### config.mk
export PLATFORM = sky130hd
export DESIGN_NAME = pattern_match_counter
export DESIGN_NICKNAME = d
export VERILOG_FILES = /design/src/rtl/pattern_match_counter.sv
export SDC_FILE = /design/constraint.sdc
export NUM_CORES = 1
export LEC_CHECK = 0
export CAP_MARGIN = 0
export CORE_ASPECT_RATIO = 0.75
export CORE_MARGIN = 4
export CORE_UTILIZATION = 48
export DETAILED_ROUTE_END_ITERATION = 12
export HOLD_SLACK_MARGIN = 0.15
export MAX_ROUTING_LAYER = met4
export PLACE_DENSITY_LB_ADDON = 0.3
export RECOVER_POWER = 25
export SYNTH_ARGS = -nofsm -noshare
export SYNTH_HDL_FRONTEND = slang
export SYNTH_SLANG_ARGS = --single-unit
### constraint.sdc
create_clock -name clk -period 2.3 [get_ports clk]
set_clock_uncertainty 0.1 [all_clocks]
set_input_delay 0.23 -clock clk [delete_from_list [all_inputs] [get_ports clk]]
set_output_delay 0.23 -clock clk [all_outputs]
set_load 0.02 [all_outputs]
### src/rtl/pattern_match_counter.sv
// Programmable serial pattern detector with a BCD match counter and per-digit
// active-low 7-segment drive. Pattern, length and overlap mode load at run time.
module pattern_match_counter #(
  parameter int unsigned        MAX_LEN     = 8,
  parameter int unsigned        NUM_DIGITS  = 2,
  parameter logic [MAX_LEN-1:0] DEF_PATTERN = MAX_LEN'(8'h05),
  parameter int unsigned        DEF_LEN     = 4,
  parameter bit                 SATURATE    = 1'b0
) (
  input  logic                           clk,
  input  logic                           rst,
  input  logic                           ena,
  input  logic                           sig_to_test,
  input  logic                           clr_count,
  input  logic                           cfg_we,
  input  logic [MAX_LEN-1:0]             cfg_pattern,
  input  logic [$clog2(MAX_LEN+1)-1:0]   cfg_len,
  input  logic                           cfg_overlap,
  output logic                           z,
  output logic [4*NUM_DIGITS-1:0]        match_count,
  output logic                           overflow,
  output logic [8*NUM_DIGITS-1:0]        disp
);

  localparam int unsigned LW = $clog2(MAX_LEN + 1);
  localparam int unsigned CW = 4 * NUM_DIGITS;
  localparam int unsigned DW = 8 * NUM_DIGITS;

  typedef enum logic [2:0] {
    S_IDLE  = 3'b001,
    S_ARMED = 3'b010,
    S_MATCH = 3'b100
  } state_e;

  state_e             state_q, state_d;
  logic [MAX_LEN-1:0] hist_q, hist_d;
  logic [LW-1:0]      fill_q, fill_d;
  logic [MAX_LEN-1:0] pat_q, pat_d;
  logic [LW-1:0]      len_q, len_d;
  logic               ovl_q, ovl_d;
  logic               z_q, z_d;
  logic [CW-1:0]      cnt_q, cnt_d;
  logic               ovf_q, ovf_d;
  logic [DW-1:0]      disp_q, disp_d;

  logic [MAX_LEN-1:0] mask;
  logic [MAX_LEN-1:0] shifted;
  logic [LW-1:0]      fill_inc;
  logic               hit;
  logic [CW-1:0]      cnt_inc;
  logic               carry;

  function automatic logic [7:0] seg7(input logic [3:0] d);
    case (d)
      4'd0:    seg7 = 8'hC0;
      4'd1:    seg7 = 8'hF9;
      4'd2:    seg7 = 8'hA4;
      4'd3:    seg7 = 8'hB0;
      4'd4:    seg7 = 8'h99;
      4'd5:    seg7 = 8'h92;
      4'd6:    seg7 = 8'h82;
      4'd7:    seg7 = 8'hF8;
      4'd8:    seg7 = 8'h80;
      4'd9:    seg7 = 8'h90;
      default: seg7 = 8'hFF;
    endcase
  endfunction

  // Low len bits of the history take part in the compare.
  always_comb begin
    mask = '0;
    for (int unsigned i = 0; i < MAX_LEN; i++) begin
      mask[i] = (i < 32'(len_q));
    end
  end

  // Detector next state: history, fill, config and FSM.
  always_comb begin
    hist_d   = hist_q;
    fill_d   = fill_q;
    pat_d    = pat_q;
    len_d    = len_q;
    ovl_d    = ovl_q;
    state_d  = state_q;
    shifted  = {hist_q[MAX_LEN-2:0], sig_to_test};
    fill_inc = (fill_q == LW'(MAX_LEN)) ? fill_q : fill_q + LW'(1);
    hit      = (fill_inc >= len_q) && ((shifted & mask) == (pat_q & mask));
    if (cfg_we) begin
      pat_d   = cfg_pattern;
      len_d   = ((cfg_len == '0) || (32'(cfg_len) > MAX_LEN)) ? LW'(MAX_LEN) : cfg_len;
      ovl_d   = cfg_overlap;
      fill_d  = '0;
      state_d = S_IDLE;
    end else if (ena) begin
      hist_d = shifted;
      fill_d = (hit && !ovl_q) ? '0 : fill_inc;
      if (hit) begin
        state_d = S_MATCH;
      end else begin
        state_d = (fill_d >= len_q) ? S_ARMED : S_IDLE;
      end
    end else begin
      state_d = (fill_q >= len_q) ? S_ARMED : S_IDLE;
    end
    z_d = (state_d == S_MATCH);
  end

  // BCD increment with per-digit carry; final carry means all-9s.
  always_comb begin
    cnt_inc = cnt_q;
    carry   = 1'b1;
    for (int i = 0; i < int'(NUM_DIGITS); i++) begin
      if (carry) begin
        if (cnt_q[4*i +: 4] == 4'd9) begin
          cnt_inc[4*i +: 4] = 4'd0;
        end else begin
          cnt_inc[4*i +: 4] = cnt_q[4*i +: 4] + 4'd1;
          carry             = 1'b0;
        end
      end
    end
  end

  always_comb begin
    cnt_d = cnt_q;
    ovf_d = ovf_q;
    if (clr_count) begin
      cnt_d = '0;
      ovf_d = 1'b0;
    end else if (z_q) begin
      if (carry) begin
        ovf_d = 1'b1;
        cnt_d = SATURATE ? cnt_q : cnt_inc;
      end else begin
        cnt_d = cnt_inc;
      end
    end
  end

  always_comb begin
    disp_d = '0;
    for (int i = 0; i < int'(NUM_DIGITS); i++) begin
      disp_d[8*i +: 8] = clr_count ? 8'hC0 : seg7(cnt_q[4*i +: 4]);
    end
  end

  always_ff @(posedge clk or posedge rst) begin
    if (rst) begin
      state_q <= S_IDLE;
      hist_q  <= '0;
      fill_q  <= '0;
      pat_q   <= DEF_PATTERN;
      len_q   <= LW'(DEF_LEN);
      ovl_q   <= 1'b1;
      z_q     <= 1'b0;
      cnt_q   <= '0;
      ovf_q   <= 1'b0;
      disp_q  <= {NUM_DIGITS{8'hC0}};
    end else begin
      state_q <= state_d;
      hist_q  <= hist_d;
      fill_q  <= fill_d;
      pat_q   <= pat_d;
      len_q   <= len_d;
      ovl_q   <= ovl_d;
      z_q     <= z_d;
      cnt_q   <= cnt_d;
      ovf_q   <= ovf_d;
      disp_q  <= disp_d;
    end
  end

  assign z           = z_q;
  assign match_count = cnt_q;
  assign overflow    = ovf_q;
  assign disp        = disp_q;

endmodule

==> reports/metrics.csv <==
stage,metric,value,unit
yosys,syn avg cell area,9.55,µm²
yosys,cell with the most instances after synthesis,dfrtp_1,
floorplanning,top-level I/O count,45,
sta,worst setup margin,-235,ps
sta,slew margin rel.,0.506,
setup_path,"slowest stage cell, crit path",or4_4,
pwr,Peak VDD IR,0.353,mV
global_route,largest net degree at the start of global routing,30,
clock_network,TritonCTS clock tree,yes,
sta,highest clock rate,394,MHz
drt,DR iter-0 viols,214,
yosys,count of cell types in the netlist,41,
pwr,NetSw,514,µW
final_layout,FF+latch area,1210,µm²
final_layout,number of diodes,0,
global_route,gr usage total,0.191,
clock_network,clk sinks,48,
global_route,grt ovf,0,
floorplanning,core area,5060,µm²
floorplanning,Die Area,6660,µm²
pwr,sw frac,0.266,
clock_network,"Reg clk slew, reported paths",90,ps
final_layout,post-route cell area,3390,µm²
clock_network,maximum clock path buffer count,2,
yosys,"Seq/Total Area, Yosys",0.465,
final_layout,layout cell share with drive strength beyond 1,0.186,
floorplanning,Die Wd,92.9,µm
placement,I/O Buffers,42,
outcome,run status,"finished, violations left",
placement,GPL Wtd Cong,1.02,
pwr,Comb power frac,0.177,
setup_path,Critical Path Fanout Max,4,
setup_path,crit-path cells,inv_2 > ha_4 > nand3b_1 > xnor2_1 > ha_1 > nand2b_4 > a2111oi_2 > or4_4 > o31ai_4 > a21oi_2,
setup_path,CP Depth,10,
yosys,Ys Warns,0,
yosys,asr flop ratio synth,1.00,
yosys,#FFs+latches synth,48,
final_layout,Final Util,0.670,
global_route,vias in the first global route,2030,
sta,post-route fraction of the period consumed by the critical path,1.10,
clock_network,CTS H-tree lvls,2,
floorplanning,Die H,71.7,µm
global_route,initial antenna violation count,0,
setup_path,Reg2Reg Depth,10,
yosys,synth cell count leaders,"dfrtp_1 (42), nand2_1 (34), a21oi_1 (26), nor2_1 (23), ha_1 (18)",
final_layout,Area Growth Syn to Fin,30.6,%
floorplanning,Initial Utilization,0.513,
yosys,share of the synthesized area in the top cell type,0.405,
sta,Final Setup Violations,5,
setup_path,CP Launch Type,flip-flop,
pwr,Flop pwr share,0.489,
sta,Final Hold Vio Count,0,
final_layout,final net count,364,
pwr,total power,1930,µW
drt,DR vias,2134,
setup_path,Worst Path Required,2390,ps
setup_path,CP max stage delay,590,ps
sta,Final Critical Period,2530,ps
clock_network,TritonCTS buffer count,5,
yosys,Post-Syn Area,2600,µm²
pwr,Pwr Density,568,nW/µm²
pwr,Clk pwr share,0.334,
drt,Via density,5.34,
clock_network,Worst-Skew Late Latency,300,ps
yosys,Post-synth top flop,dfrtp_1,
placement,Final HPWL DP,3.98,mm
floorplanning,Row Count,22,
drt,Antenna Nets Post-Route,0,
final_layout,fill cell count,428,
yosys,Post-synth EDFFs,0,
sta,Max Slew Vio Count,0,
placement,area after detailed placement,3180,µm²
drt,DR pass1 iterations,4,
setup_path,Worst Path Arrival,2630,ps
yosys,synth top area cells,"dfrtp_1 (40%), ha_1 (8.7%), dfstp_2 (6.1%), a21oi_1 (5.0%), nand2_1 (4.9%)",
setup_path,"setup slack, reg-to-reg",-230,ps
pwr,Leak,0.00146,µW
job,Max Cap Violations,0,
placement,placed cells,386,
outcome,failing checks,negative setup slack,
drt,DR DRC count,0,
setup_path,cell family with most CP delay,simple AND/OR/NAND/NOR gates,
yosys,Gate Count Post-Synth,272,
setup_path,reg2reg end,fill_q[0],
drt,WL/cell,14.8,µm
setup_path,Buffers & Inverters on Critical Path,1,
final_layout,Final Instance Count excl. Fillers,400,
drt,Detailed Route WL,5.91,mm
hold_path,Hold WC Path Type,primary input to asynchronous set/reset pin,
sta,RSZ-0062 raised after global routing,true,
setup_path,Reg2Reg Launch Point,fill_q[0],
pwr,P_int,1410,µW
setup_path,WS Path Type,flip-flop to flip-flop,
yosys,Synth area leader,dfrtp_1,
sta,measured slew at the worst slew-check pin,741,ps
clock_network,Root Buffer,clkbuf_8,
setup_path,Worst Setup End Kind,flip-flop,
global_route,first-pass GRT wire length,9.84,mm
clock_network,CTS hold repair buffers,0,
final_layout,area of the multi-input gates,1360,µm²
[power by group through the flow]
stage	clock, µW	sequential [µW]	combinational [µW]
floorplan	0	949	189
global placement	0	955	280
detailed placement	0	958	287
CTS	658	942	309
global route	690	949	373
finish	645	942	341
[registers in the layout (all words and copies together), names as in the netlist]
| register | count |
|---|---|
| z | 1 |
| match_count | 8 |
| ovl_q | 1 |
| hist_q | 7 |
| pat_q | 8 |
| disp | 14 |
| overflow | 1 |
| fill_q | 4 |
| len_q | 4 |
[layout make-up]
class	instances	share of cell area
Clock buffer	6	0.0243
Clock inverter	2	0.0114
Inverter	15	0.0166
Multi-Input combinational cell	196	0.400
Sequential cell	48	0.356
Tap cell	72	0.0265
Timing Repair Buffer	61	0.165
[per-layer routing]
metal	GRT usage	vias to the layer above	wire length (µm)
li1	-	1027	-
met1	0.286	1020	2930
met2	0.258	81	2550
met3	0.0451	6	386
met4	0.0472	0	43
met5	-	-	0
[layout by cell type, fill, tap and decap left out, types with 4 or more instances in the layout]
cell type and n:
xnor2_1 10, nand2_1 34, nand3_1 4, dfrtp_1 42, clkbuf_8 6, dfstp_2 6, clkdlybuf4s50_1 41, o21ai_0 13
ha_1 16, inv_1 13, a21oi_1 24, nor2_1 23, buf_4 18, mux2i_1 4, mux2_2 10, nand2b_1 10
[worst max path at each step]
stage	start	end
2_1_floorplan	fill_q[0]	fill_q[0]
3_3_place_gp	fill_q[1]	fill_q[3]
3_5_place_dp	fill_q[1]	fill_q[2]
4_1_cts	fill_q[0]	fill_q[3]
5_1_grt	fill_q[0]	fill_q[1]
6_report	fill_q[0]	fill_q[0]
[logic make-up after synthesis]
| logic type | Yosys count | synth area share |
|---|---|---|
| AND/OR/NAND/NOR | 92 | 0.174 |
| multiplexers | 14 | 0.0588 |
| other | 1 | 0.00144 |
| AO/OA/AOI/OAI | 60 | 0.135 |
| adder cells (fa/ha/maj) | 18 | 0.0867 |
| buffers and inverters | 29 | 0.0448 |
| XOR/XNOR | 10 | 0.0337 |
| flip-flops | 48 | 0.465 |
[repair_timing]
action / 4_1_cts / 5_1_grt
setup endpoints to repair: 5 / 5
pin swaps: 3 / 7
resized for setup: 5 / 8
setup buffers: 4 / 2
[metrics by stage]
step,TNS [ps],worst slack [ps],hold slack [ps]
2_1_floorplan,-87.1,-36.1,195
3_3_place_gp,-236,-77.2,384
3_5_place_dp,-792,-242,388
4_1_cts,-554,-152,155
5_1_grt,-1540,-321,436
6_report,-1120,-235,388
No activity file was read; power rests on OpenSTA's default activity.
